==> config.mk <==
export PLATFORM = sky130hd
export DESIGN_NAME = rfe_sweep_ctrl_flat
export DESIGN_NICKNAME = d
export VERILOG_FILES = /design/src/rtl/rfe_sweep_pkg.sv /design/src/rtl/rfe_sweep_ctrl_if.sv /design/src/rtl/rfe_sweep_table.sv /design/src/rtl/rfe_sweep_ctrl.sv /design/src/flat_wrapper.sv
export SDC_FILE = /design/constraint.sdc
export NUM_CORES = 1
export LEC_CHECK = 0
export BUFFER_PORTS_ARGS = -buffer_cell sky130_fd_sc_hd__buf_4
export CORE_MARGIN = 1.5
export CORE_UTILIZATION = 50
export DETAILED_ROUTE_END_ITERATION = 10
export PLACE_DENSITY = 0.65
export SKIP_LAST_GASP = 1
export SYNTH_ARGS = -nofsm -noshare
export SYNTH_HDL_FRONTEND = slang
export SYNTH_SLANG_ARGS = --single-unit
==> constraint.sdc <==
create_clock -name clock -period 3.8 [get_ports clock]
set_input_delay 0.57 -clock clock [delete_from_list [all_inputs] [get_ports clock]]
set_output_delay 0.57 -clock clock [all_outputs]
set_load 0.02 [all_outputs]
==> src/rtl/rfe_sweep_pkg.sv <==
// Shared types and constants for the RFE switch/filter sweep sequencer.
package rfe_sweep_pkg;

  typedef enum logic [1:0] {
    ST_IDLE    = 2'd0,
    ST_SETTLE  = 2'd1,
    ST_DWELL   = 2'd2,
    ST_ADVANCE = 2'd3
  } sweep_state_e;

  // Register offsets from BASE_ADDR
  localparam logic [6:0] REG_CTRL   = 7'd0;
  localparam logic [6:0] REG_TABLE  = 7'd1;
  localparam logic [6:0] REG_SETTLE = 7'd2;

  // CTRL register bit positions
  localparam int unsigned CTRL_START    = 0;
  localparam int unsigned CTRL_CONT     = 1;
  localparam int unsigned CTRL_ABORT    = 2;
  localparam int unsigned CTRL_LAST_LSB = 8;

  localparam int unsigned DWELL_W = 16;

endpackage

==> src/rtl/rfe_sweep_ctrl_if.sv <==
// Serial register write bus (serial_strobe/serial_addr/serial_data) in the adcclk domain.
interface rfe_sweep_ctrl_if;
  logic        serial_strobe;
  logic [6:0]  serial_addr;
  logic [31:0] serial_data;

  modport master (output serial_strobe, output serial_addr, output serial_data);
  modport slave  (input  serial_strobe, input  serial_addr, input  serial_data);
endinterface

==> src/rtl/rfe_sweep_table.sv <==
// Sweep table: NUM_ENTRIES x {switch word, dwell} with one write port and an async read port.
module rfe_sweep_table #(
  parameter int unsigned SW_WIDTH    = 6,
  parameter int unsigned NUM_ENTRIES = 8,
  parameter int unsigned IDX_W       = 4
) (
  input  logic                clock,
  input  logic                reset,
  input  logic                wr_en,
  input  logic [3:0]          wr_idx,
  input  logic [SW_WIDTH-1:0] wr_sw,
  input  logic [15:0]         wr_dwell,
  input  logic [IDX_W-1:0]    rd_idx,
  output logic [SW_WIDTH-1:0] rd_sw,
  output logic [15:0]         rd_dwell
);

  logic [SW_WIDTH-1:0] sw_q    [NUM_ENTRIES];
  logic [SW_WIDTH-1:0] sw_d    [NUM_ENTRIES];
  logic [15:0]         dwell_q [NUM_ENTRIES];
  logic [15:0]         dwell_d [NUM_ENTRIES];

  // Indices at or beyond NUM_ENTRIES match no entry, so such writes drop and reads return zero.
  always_comb begin
    sw_d    = sw_q;
    dwell_d = dwell_q;
    for (int unsigned i = 0; i < NUM_ENTRIES; i++) begin
      if (wr_en && (wr_idx == 4'(i))) begin
        sw_d[i]    = wr_sw;
        dwell_d[i] = wr_dwell;
      end
    end
  end

  always_comb begin
    rd_sw    = '0;
    rd_dwell = '0;
    for (int unsigned i = 0; i < NUM_ENTRIES; i++) begin
      if (rd_idx == IDX_W'(i)) begin
        rd_sw    = sw_q[i];
        rd_dwell = dwell_q[i];
      end
    end
  end

  always_ff @(posedge clock) begin
    if (reset) begin
      for (int unsigned i = 0; i < NUM_ENTRIES; i++) begin
        sw_q[i]    <= '0;
        dwell_q[i] <= '0;
      end
    end else begin
      sw_q    <= sw_d;
      dwell_q <= dwell_d;
    end
  end

endmodule

==> src/rtl/rfe_sweep_ctrl.sv <==
// Table-driven RFE switch/filter sweep sequencer (IDLE/SETTLE/DWELL/ADVANCE).
// Optional `RFE_SWEEP_HOLD_EN adds a hold input that freezes the dwell counter.
module rfe_sweep_ctrl
  import rfe_sweep_pkg::*;
#(
  parameter logic [6:0]  BASE_ADDR   = 7'd80,
  parameter int unsigned SW_WIDTH    = 6,
  parameter int unsigned NUM_ENTRIES = 8,
  parameter int unsigned IDX_W       = 4
) (
  input  logic                clock,
  input  logic                reset,
  rfe_sweep_ctrl_if.slave     sbus,
`ifdef RFE_SWEEP_HOLD_EN
  input  logic                hold,
`endif
  output logic [SW_WIDTH-1:0] sw_out,
  output logic                capture_en,
  output logic [IDX_W-1:0]    cur_idx,
  output logic                busy,
  output logic                sweep_done
);

  localparam logic [IDX_W-1:0] LAST_MAX = IDX_W'(NUM_ENTRIES - 1);

  sweep_state_e        state_q, state_d;
  logic [DWELL_W-1:0]  cnt_q, cnt_d;
  logic [DWELL_W-1:0]  settle_q, settle_d;
  logic [IDX_W-1:0]    idx_q, idx_d;
  logic [IDX_W-1:0]    last_q, last_d;
  logic [SW_WIDTH-1:0] sw_q, sw_d;
  logic                cont_q, cont_d;

  logic                wr_ctrl, wr_table, wr_settle;
  logic                start_req, abort_req, last_hit, dwell_hold;
  logic [IDX_W-1:0]    last_field, rd_idx;
  logic [SW_WIDTH-1:0] rd_sw;
  logic [DWELL_W-1:0]  rd_dwell;
  logic [11:0]         sw_field;
  logic                unused_sw_field;

  assign wr_ctrl   = sbus.serial_strobe && (sbus.serial_addr == BASE_ADDR + REG_CTRL);
  assign wr_table  = sbus.serial_strobe && (sbus.serial_addr == BASE_ADDR + REG_TABLE);
  assign wr_settle = sbus.serial_strobe && (sbus.serial_addr == BASE_ADDR + REG_SETTLE);
  assign start_req = wr_ctrl && sbus.serial_data[CTRL_START];
  assign abort_req = wr_ctrl && sbus.serial_data[CTRL_ABORT];

  assign last_field      = sbus.serial_data[CTRL_LAST_LSB +: IDX_W];
  assign sw_field        = sbus.serial_data[27:16];
  assign unused_sw_field = ^sw_field;

`ifdef RFE_SWEEP_HOLD_EN
  assign dwell_hold = hold;
`else
  assign dwell_hold = 1'b0;
`endif

  // >= rather than == so a live lowering of last below cur_idx still ends the pass.
  assign last_hit = (idx_q >= last_q);

  // Single read port: the entry about to be latched, or entry 0 for the live IDLE view.
  always_comb begin
    rd_idx = '0;
    unique case (state_q)
      ST_SETTLE:  rd_idx = idx_q;
      ST_ADVANCE: rd_idx = last_hit ? '0 : idx_q + 1'b1;
      default:    rd_idx = '0;
    endcase
  end

  rfe_sweep_table #(
    .SW_WIDTH    (SW_WIDTH),
    .NUM_ENTRIES (NUM_ENTRIES),
    .IDX_W       (IDX_W)
  ) u_table (
    .clock    (clock),
    .reset    (reset),
    .wr_en    (wr_table),
    .wr_idx   (sbus.serial_data[31:28]),
    .wr_sw    (sw_field[SW_WIDTH-1:0]),
    .wr_dwell (sbus.serial_data[15:0]),
    .rd_idx   (rd_idx),
    .rd_sw    (rd_sw),
    .rd_dwell (rd_dwell)
  );

  always_comb begin
    state_d  = state_q;
    cnt_d    = cnt_q;
    settle_d = settle_q;
    idx_d    = idx_q;
    last_d   = last_q;
    sw_d     = sw_q;
    cont_d   = cont_q;

    if (wr_settle) settle_d = sbus.serial_data[15:0];
    if (wr_ctrl) begin
      cont_d = sbus.serial_data[CTRL_CONT];
      last_d = (last_field > LAST_MAX) ? LAST_MAX : last_field;
    end

    unique case (state_q)
      ST_IDLE: begin
        if (start_req) begin
          state_d = ST_SETTLE;
          idx_d   = '0;
          cnt_d   = settle_q;
          sw_d    = rd_sw;
        end
      end
      ST_SETTLE: begin
        if (cnt_q == '0) begin
          state_d = ST_DWELL;
          cnt_d   = rd_dwell;
        end else begin
          cnt_d = cnt_q - DWELL_W'(1);
        end
      end
      ST_DWELL: begin
        if (!dwell_hold) begin
          if (cnt_q == '0) state_d = ST_ADVANCE;
          else             cnt_d   = cnt_q - DWELL_W'(1);
        end
      end
      ST_ADVANCE: begin
        state_d = ST_SETTLE;
        cnt_d   = settle_q;
        sw_d    = rd_sw;
        if (last_hit) begin
          idx_d = '0;
          if (!cont_q) state_d = ST_IDLE;
        end else begin
          idx_d = idx_q + 1'b1;
        end
      end
    endcase

    if (abort_req) begin
      state_d = ST_IDLE;
      idx_d   = '0;
      cnt_d   = '0;
    end
  end

  always_ff @(posedge clock) begin
    if (reset) begin
      state_q  <= ST_IDLE;
      cnt_q    <= '0;
      settle_q <= '0;
      idx_q    <= '0;
      last_q   <= '0;
      sw_q     <= '0;
      cont_q   <= 1'b0;
    end else begin
      state_q  <= state_d;
      cnt_q    <= cnt_d;
      settle_q <= settle_d;
      idx_q    <= idx_d;
      last_q   <= last_d;
      sw_q     <= sw_d;
      cont_q   <= cont_d;
    end
  end

  assign sw_out     = (state_q == ST_IDLE) ? rd_sw : sw_q;
  assign capture_en = (state_q == ST_DWELL);
  assign cur_idx    = idx_q;
  assign busy       = (state_q != ST_IDLE);
  assign sweep_done = (state_q == ST_ADVANCE) && last_hit && !abort_req;

endmodule

==> src/flat_wrapper.sv <==
// flat-port wrapper written by rule: the top's interface ports become plain ports
module rfe_sweep_ctrl_flat import rfe_sweep_pkg::*;
#(
  parameter logic [6:0]  BASE_ADDR   = 7'd80,
  parameter int unsigned SW_WIDTH    = 6,
  parameter int unsigned NUM_ENTRIES = 8,
  parameter int unsigned IDX_W       = 4
)
  (clock, reset, sw_out, capture_en, cur_idx, busy, sweep_done, sbus_serial_strobe, sbus_serial_addr, sbus_serial_data);
  rfe_sweep_ctrl_if sbus_i ();
  input  logic clock;
  input  logic reset;
  output logic [SW_WIDTH-1:0] sw_out;
  output logic capture_en;
  output logic [IDX_W-1:0] cur_idx;
  output logic busy;
  output logic sweep_done;
  input wire logic [$bits(sbus_i.serial_strobe)-1:0] sbus_serial_strobe;
  input wire logic [$bits(sbus_i.serial_addr)-1:0] sbus_serial_addr;
  input wire logic [$bits(sbus_i.serial_data)-1:0] sbus_serial_data;
  assign sbus_i.serial_strobe = sbus_serial_strobe;
  assign sbus_i.serial_addr = sbus_serial_addr;
  assign sbus_i.serial_data = sbus_serial_data;
  rfe_sweep_ctrl #(.BASE_ADDR(BASE_ADDR), .SW_WIDTH(SW_WIDTH), .NUM_ENTRIES(NUM_ENTRIES), .IDX_W(IDX_W)) u_core (.clock(clock), .reset(reset), .sbus(sbus_i), .sw_out(sw_out), .capture_en(capture_en), .cur_idx(cur_idx), .busy(busy), .sweep_done(sweep_done));
endmodule
# Yosys cells after proc, flatten, opt, wreduce, memory -nomap -nowiden
# Index checks and enable logic that the tools add are counted.
# word_totals
register_bits	225
out_inout_bits	13
in_bits	42
wordCells	111
# op_classes
n_lt_le_gt_ge	2
n_eq_ne	24
addsub	2
reduce_logical	26
mux	34
# op_table
cell	n
$mux W16	11
$pmux W16 S4	1
$mux W6	10
$eq A4 B3 Y1 const B	8
$eq A7 B7 Y1 const B	3
$eq A4 B2 Y1 const B	4
$logic_not A16 Y1	1
$pmux W4 S2	2
$sub A16 B1 Y16 const B	1
$logic_and A1 B1 Y1	15
$mux W4	3
$pmux W6 S2	1
$eq A4 B1 Y1 const B	2
$logic_not A4 Y1	2
$mux W2	4
$pmux W2 S4	1
$ne A2 B1 Y1 const B	3
$add A4 B1 Y4 const B	1
$eq A2 B2 Y1 const B	2
$ge A4 B4 Y1	1
$gt A4 B3 Y1 const B	1
$reduce_and A2 Y1	2
$reduce_bool A2 Y1	2
$reduce_and A3 Y1	1
6 further kinds	6

# Longest topological paths before layout
# depth
word_depth	14
depth_mapped	14
depth_no_buf	10

# By module
# A second synthesis with hierarchy kept.
# unflattened
hier_cells	1371
area_unflattened_um2	10963.0
# by_module_without_submodules
module	cells_per_inst	n_inst	seq_area_each_um2	area_per_inst_um2
rfe_sweep_table	1043	1	3523.4	8116.5
rfe_sweep_ctrl	328	1	980.9	2846.5

# Worst setup path before layout
# OpenSTA, ideal clock, no wires.
# synth_timing
path_type	register to output
startpoint	reg u_core.idx_q[0], in the netlist u_core.cur_idx[0]
endpoint	out sw_out[5]
required_ps	3230
setup_slack_ps	193
path_stages_with_launch	13
arrival_ps	3037
path_buffers	3
path_cell_list	dfxtp_1 > inv_1 > ha_1 > nor3b_2 > o211a_1 > buf_6 > a22o_4 > buf_4 > buf_2 > o21ai_0 > a211oi_1 > nor3_1 > o31ai_1
# synth_between
elab_chain_cells	13
word_cells_on_any_way	21
cone_classes	add/sub: 1; order compare: 1; eq/ne: 7; mux: 11; reduce/logical: 1
# synth_rtl
item	line_no	text
from (decl)	rfe_sweep_ctrl.sv:29	logic [IDX_W-1:0] idx_q, idx_d;
from (signal assigned)	rfe_sweep_ctrl.sv:158	idx_q <= idx_d;
$add A4 B1 Y4 or $ge A4 B4 Y1 (tied branches)	rfe_sweep_ctrl.sv:66, rfe_sweep_ctrl.sv:59	
$mux W4	rfe_sweep_ctrl.sv:66	ST_ADVANCE: rd_idx = last_hit ? '0 : idx_q + 1'b1;
$pmux W4 S2 *	rfe_sweep_ctrl.sv:64	unique case (state_q)
$logic_not A4 Y1	rfe_sweep_table.sv:39	if (rd_idx == IDX_W'(i)) begin
$mux W6 (7 in a row)	rfe_sweep_table.sv:39	
$mux W6 *	rfe_sweep_table.sv:39	
$mux W6 *	rfe_sweep_ctrl.sv:165	assign sw_out = (state_q == ST_IDLE) ? rd_sw : sw_q;
to (decl)	flat_wrapper.sv:13	output logic [SW_WIDTH-1:0] sw_out;
# Every way passes the cells marked *; elsewhere a longest branch is shown, timed or not.

# Worst setup path after layout
# layout_timing
startpoint	reg u_core.idx_q[0], in the netlist u_core.cur_idx[0]
endpoint	out sw_out[0]
# The elaborated chain is that of the path after synthesis.

==> summary.md <==
| Metric | Value |
|---|---|
| Fin crit period | `3740 ps` |
| IO buf count | `48` |
| Nature of the critical path startpoint | `flip-flop` |
| Clock power share | `35.3%` |
| GRT Overall Usage | `31.7%` |
| Cell mode on critical path | `buf_4` |
| Top cell type's share of synthesized area | `40.3%` |
| Largest cells by area after synthesis | `dfxtp_1 40%, nand2_1 15%, a21oi_1 9.9%` |
| Worst setup EP type | `output port` |
| Worst Tran Pin Value | `1220 ps` |
| Rel. slew slack | `18.7%` |
| Vias in the first global route | `10,000` |
| DRT iter0 DRCs | `1,106` |
| Crit path DAT | `3170 ps` |
| Cell Pwr Density | `490 nW/µm²` |
| Die X | `153 µm` |
| Crit path max-delay family | `buffers and inverters` |
| Internal | `0.00427 W` |
| Clock Latency Late Sink | `530 ps` |
| Warnings, synthesis | `0` |
| Seq cells post-synth | `225` |
| Crit share post-route | `98.4%` |
| Multi-input logic area | `6300 µm²` |
| Clock tree buffer depth | `3` |
| Switching share of power | `33.2%` |
| Die height | `153 µm` |
| I/O pins | `55` |
| Detailed Place HPWL | `25,100 µm` |
| Crit path buffers/inverters | `5` |
| Combinational power share | `26.3%` |
| Setup tns final | `0 ps` |
| WS Path Type | `flip-flop to output port` |
| RSZ-0062 raised after global routing | `yes` |
| DR WL/cell | `20.8 µm` |
| Asr flop ratio synth | `0%` |
| Initial Util | `51.1%` |
| Post-Synthesis Cells | `1,493` |
| Initial antenna violation count | `0` |
| Pleak | `4.41 nW` |
| Overflow after GRT | `0` |
| Share of cells above drive strength 1 | `15.4%` |
| Area Growth Syn to Fin | `16.7%` |
| DRT Pass-1 Iters | `6` |
| Path type of the worst min-delay path | `primary input to flip-flop` |
| Crit-path cells | `inv_4 > ha_4 > nor3b_4 > buf_4 > or2_4 > a21oi_4 > buf_6 > nand2_8 > nor3_4 > o2bb2ai_2 > a2111oi_2 > buf_4 > o31ai_2 > buf_4` |
| Max Clock Skew | `13.1 ps` |
| Syn Std Cell Area | `11,200 µm²` |
| CP peak stage delay | `350 ps` |
| Pre-CTS setup slack | `231 ps` |
| Worst vdd ir | `0.367 mV` |
| Final hold vios | `0` |
| FP Rows | `54` |
| Final Core Density | `59.6%` |
| Library cells used by synthesis | `92` |
| Most used DFF post-synth | `dfxtp_1` |
| Worst path slowest cell | `dfxtp_2` |
| Clock root buffer | `clkbuf_16` |
| Most common cell in the netlist | `nand2_1` |
| Peak Freq | `267 MHz` |
| Fill cells | `2,045` |
| Post-synth EDFFs | `0` |
| Vias per cell | `6.13` |
| Gpl congestion | `0.922` |
| Largest net degree at the start of global routing | `107` |
| Leading area contributor after synthesis | `dfxtp_1` |
| Hold WS | `363 ps` |
| Outcome | `completed` |
| Vias | `11,200` |
| Final wirelength | `38,000 µm` |
| Area of the core | `21,900 µm²` |
| H-tree Lvls | `1` |
| First-pass GRT wire length | `58,700 µm` |
| Post-DRT Antenna Nets | `0` |
| Worst EP required | `3230 ps` |
| Post-CTS Hold Fix Bufs | `0` |
| CP Max Fanout | `8` |
| Sequential Power Share | `38.3%` |
| Sequential share of the synthesized area | `40.3%` |
| CTS tree | `built` |
| Slew Limit Fails | `0` |
| Total Nets Final | `1,586` |
| Die Footprint | `23,300 µm²` |
| Synthesized area per cell | `7.49 µm²` |
| Register area | `4510 µm²` |
| Setup Viol. Count Final | `0` |
| Clk slew on worst S/H paths | `60 ps` |
| Max_cap viols | `0` |
| CTS Sinks | `225` |
| Post-layout worst setup margin | `59.5 ps` |
| Ant. Diodes | `0` |
| Syn nets | `1,547` |
| CTS Buf Count | `25` |
| Residual DRC | `0` |
| Most instantiated cells after synthesis | `443 x nand2_1, 225 x dfxtp_1, 221 x a21oi_1` |
| Sw Pwr | `0.00212 W` |
## worst paths after layout
check / slack, ps / depth (start not counted) / end / startpoint
max: 60 / 14 / sw_out[0] / u_core.cur_idx[0]
min reg2reg: 450 / 2 / u_core.u_table.dwell_q[121] / u_core.u_table.dwell_q[121]
max reg2reg: 560 / 14 / u_core.cnt_q[4] / u_core.cur_idx[0]
min: 360 / 3 / u_core.u_table.sw_q[18] / sbus_serial_data[16]
## metal layers
metal,global-route usage [%],vias to the layer above,part of all wire [%]
li1,-,5273,-
met5,0,-,0
met1,47.6,5297,44
met3,5.55,55,10
met2,46.9,576,44
met4,7.88,0,1.8
## timing repair
item | 4_1_cts | 5_1_grt
setup buffers | 15 | 3
gates resized for setup | 30 | 23
setup endpoints to repair | 6 | 6
pin swaps | 11 | 12
hold endpoints to repair | 0 | 0
## power by group through the flow
stage	clock network (W)	registers (W)	logic (W)
after floorplan	0	0.00248	0.00116
after global placement	0	0.00250	0.00161
after detailed placement	0	0.00250	0.00162
after CTS	0.00229	0.00245	0.00163
after global routing	0.00238	0.00245	0.00181
final	0.00226	0.00245	0.00168
## state kept, by name, indices dropped and copies added (netlist names)
signal	count
u_core.settle_q	16
u_core.last_q	4
u_core.cur_idx	4
u_core.state_q	2
u_core.u_table.dwell_q	128
u_core.cnt_q	16
u_core.sw_q	6
u_core.cont_q	1
u_core.u_table.sw_q	48
## cell type report
type,instances,area share [%]
Tap cell,280,2.69
Inverter,18,0.556
Timing Repair Buffer,133,8.25
Multi-Input combinational cell,1129,48.3
Clock inverter,5,0.451
Clock buffer,36,5.19
Sequential cell,225,34.6
## through the flow
| step | cells | area (µm²) | total power [W] |
|---|---|---|---|
| after global routing | 1826 | 13000 | 0.00664 |
| after global placement | 1767 | 11900 | 0.00410 |
| final | 1826 | 13000 | 0.00639 |
| after floorplan | 1493 | 11200 | 0.00364 |
| after CTS | 1823 | 12900 | 0.00637 |
| after detailed placement | 1767 | 11900 | 0.00412 |
## kinds of logic (layout without fill, tap and decap cells)
kind of cell	Yosys count	after routing	synth area share, %
AO/OA/AOI/OAI	429	429	24.3
XOR/XNOR	11	11	0.862
adder cells (fa/ha/maj)	12	12	1.34
buffers and inverters	139	192	5.45
flip-flops	225	225	40.3
multiplexers	16	16	1.43
AND/OR/NAND/NOR	661	661	26.4
## layout by cell type (no fill, tap or decap), types with 16 or more instances in the layout
cell and n:
a21oi_1 221, nand3_1 32, nand2_1 442, nor2_1 61, mux2i_1 16, nor3_1 23, a31oi_1 20, clkbuf_16 25
buf_4 124, o21ai_0 39, dfxtp_1 221
## worst reg2reg max path, cell delays in order (launching register included)
cell	delay (ps)
dfxtp_2	350
inv_4	60
ha_4	260
nor3b_4	40
buf_4	140
or2_4	250
a21o_4	240
nor2_4	230
buf_6	220
nor3_4	80
buf_4	160
buf_4	200
or3_1	470
nor4_1	310
a22o_1	180
No activity file was read; power rests on OpenSTA's default activity.
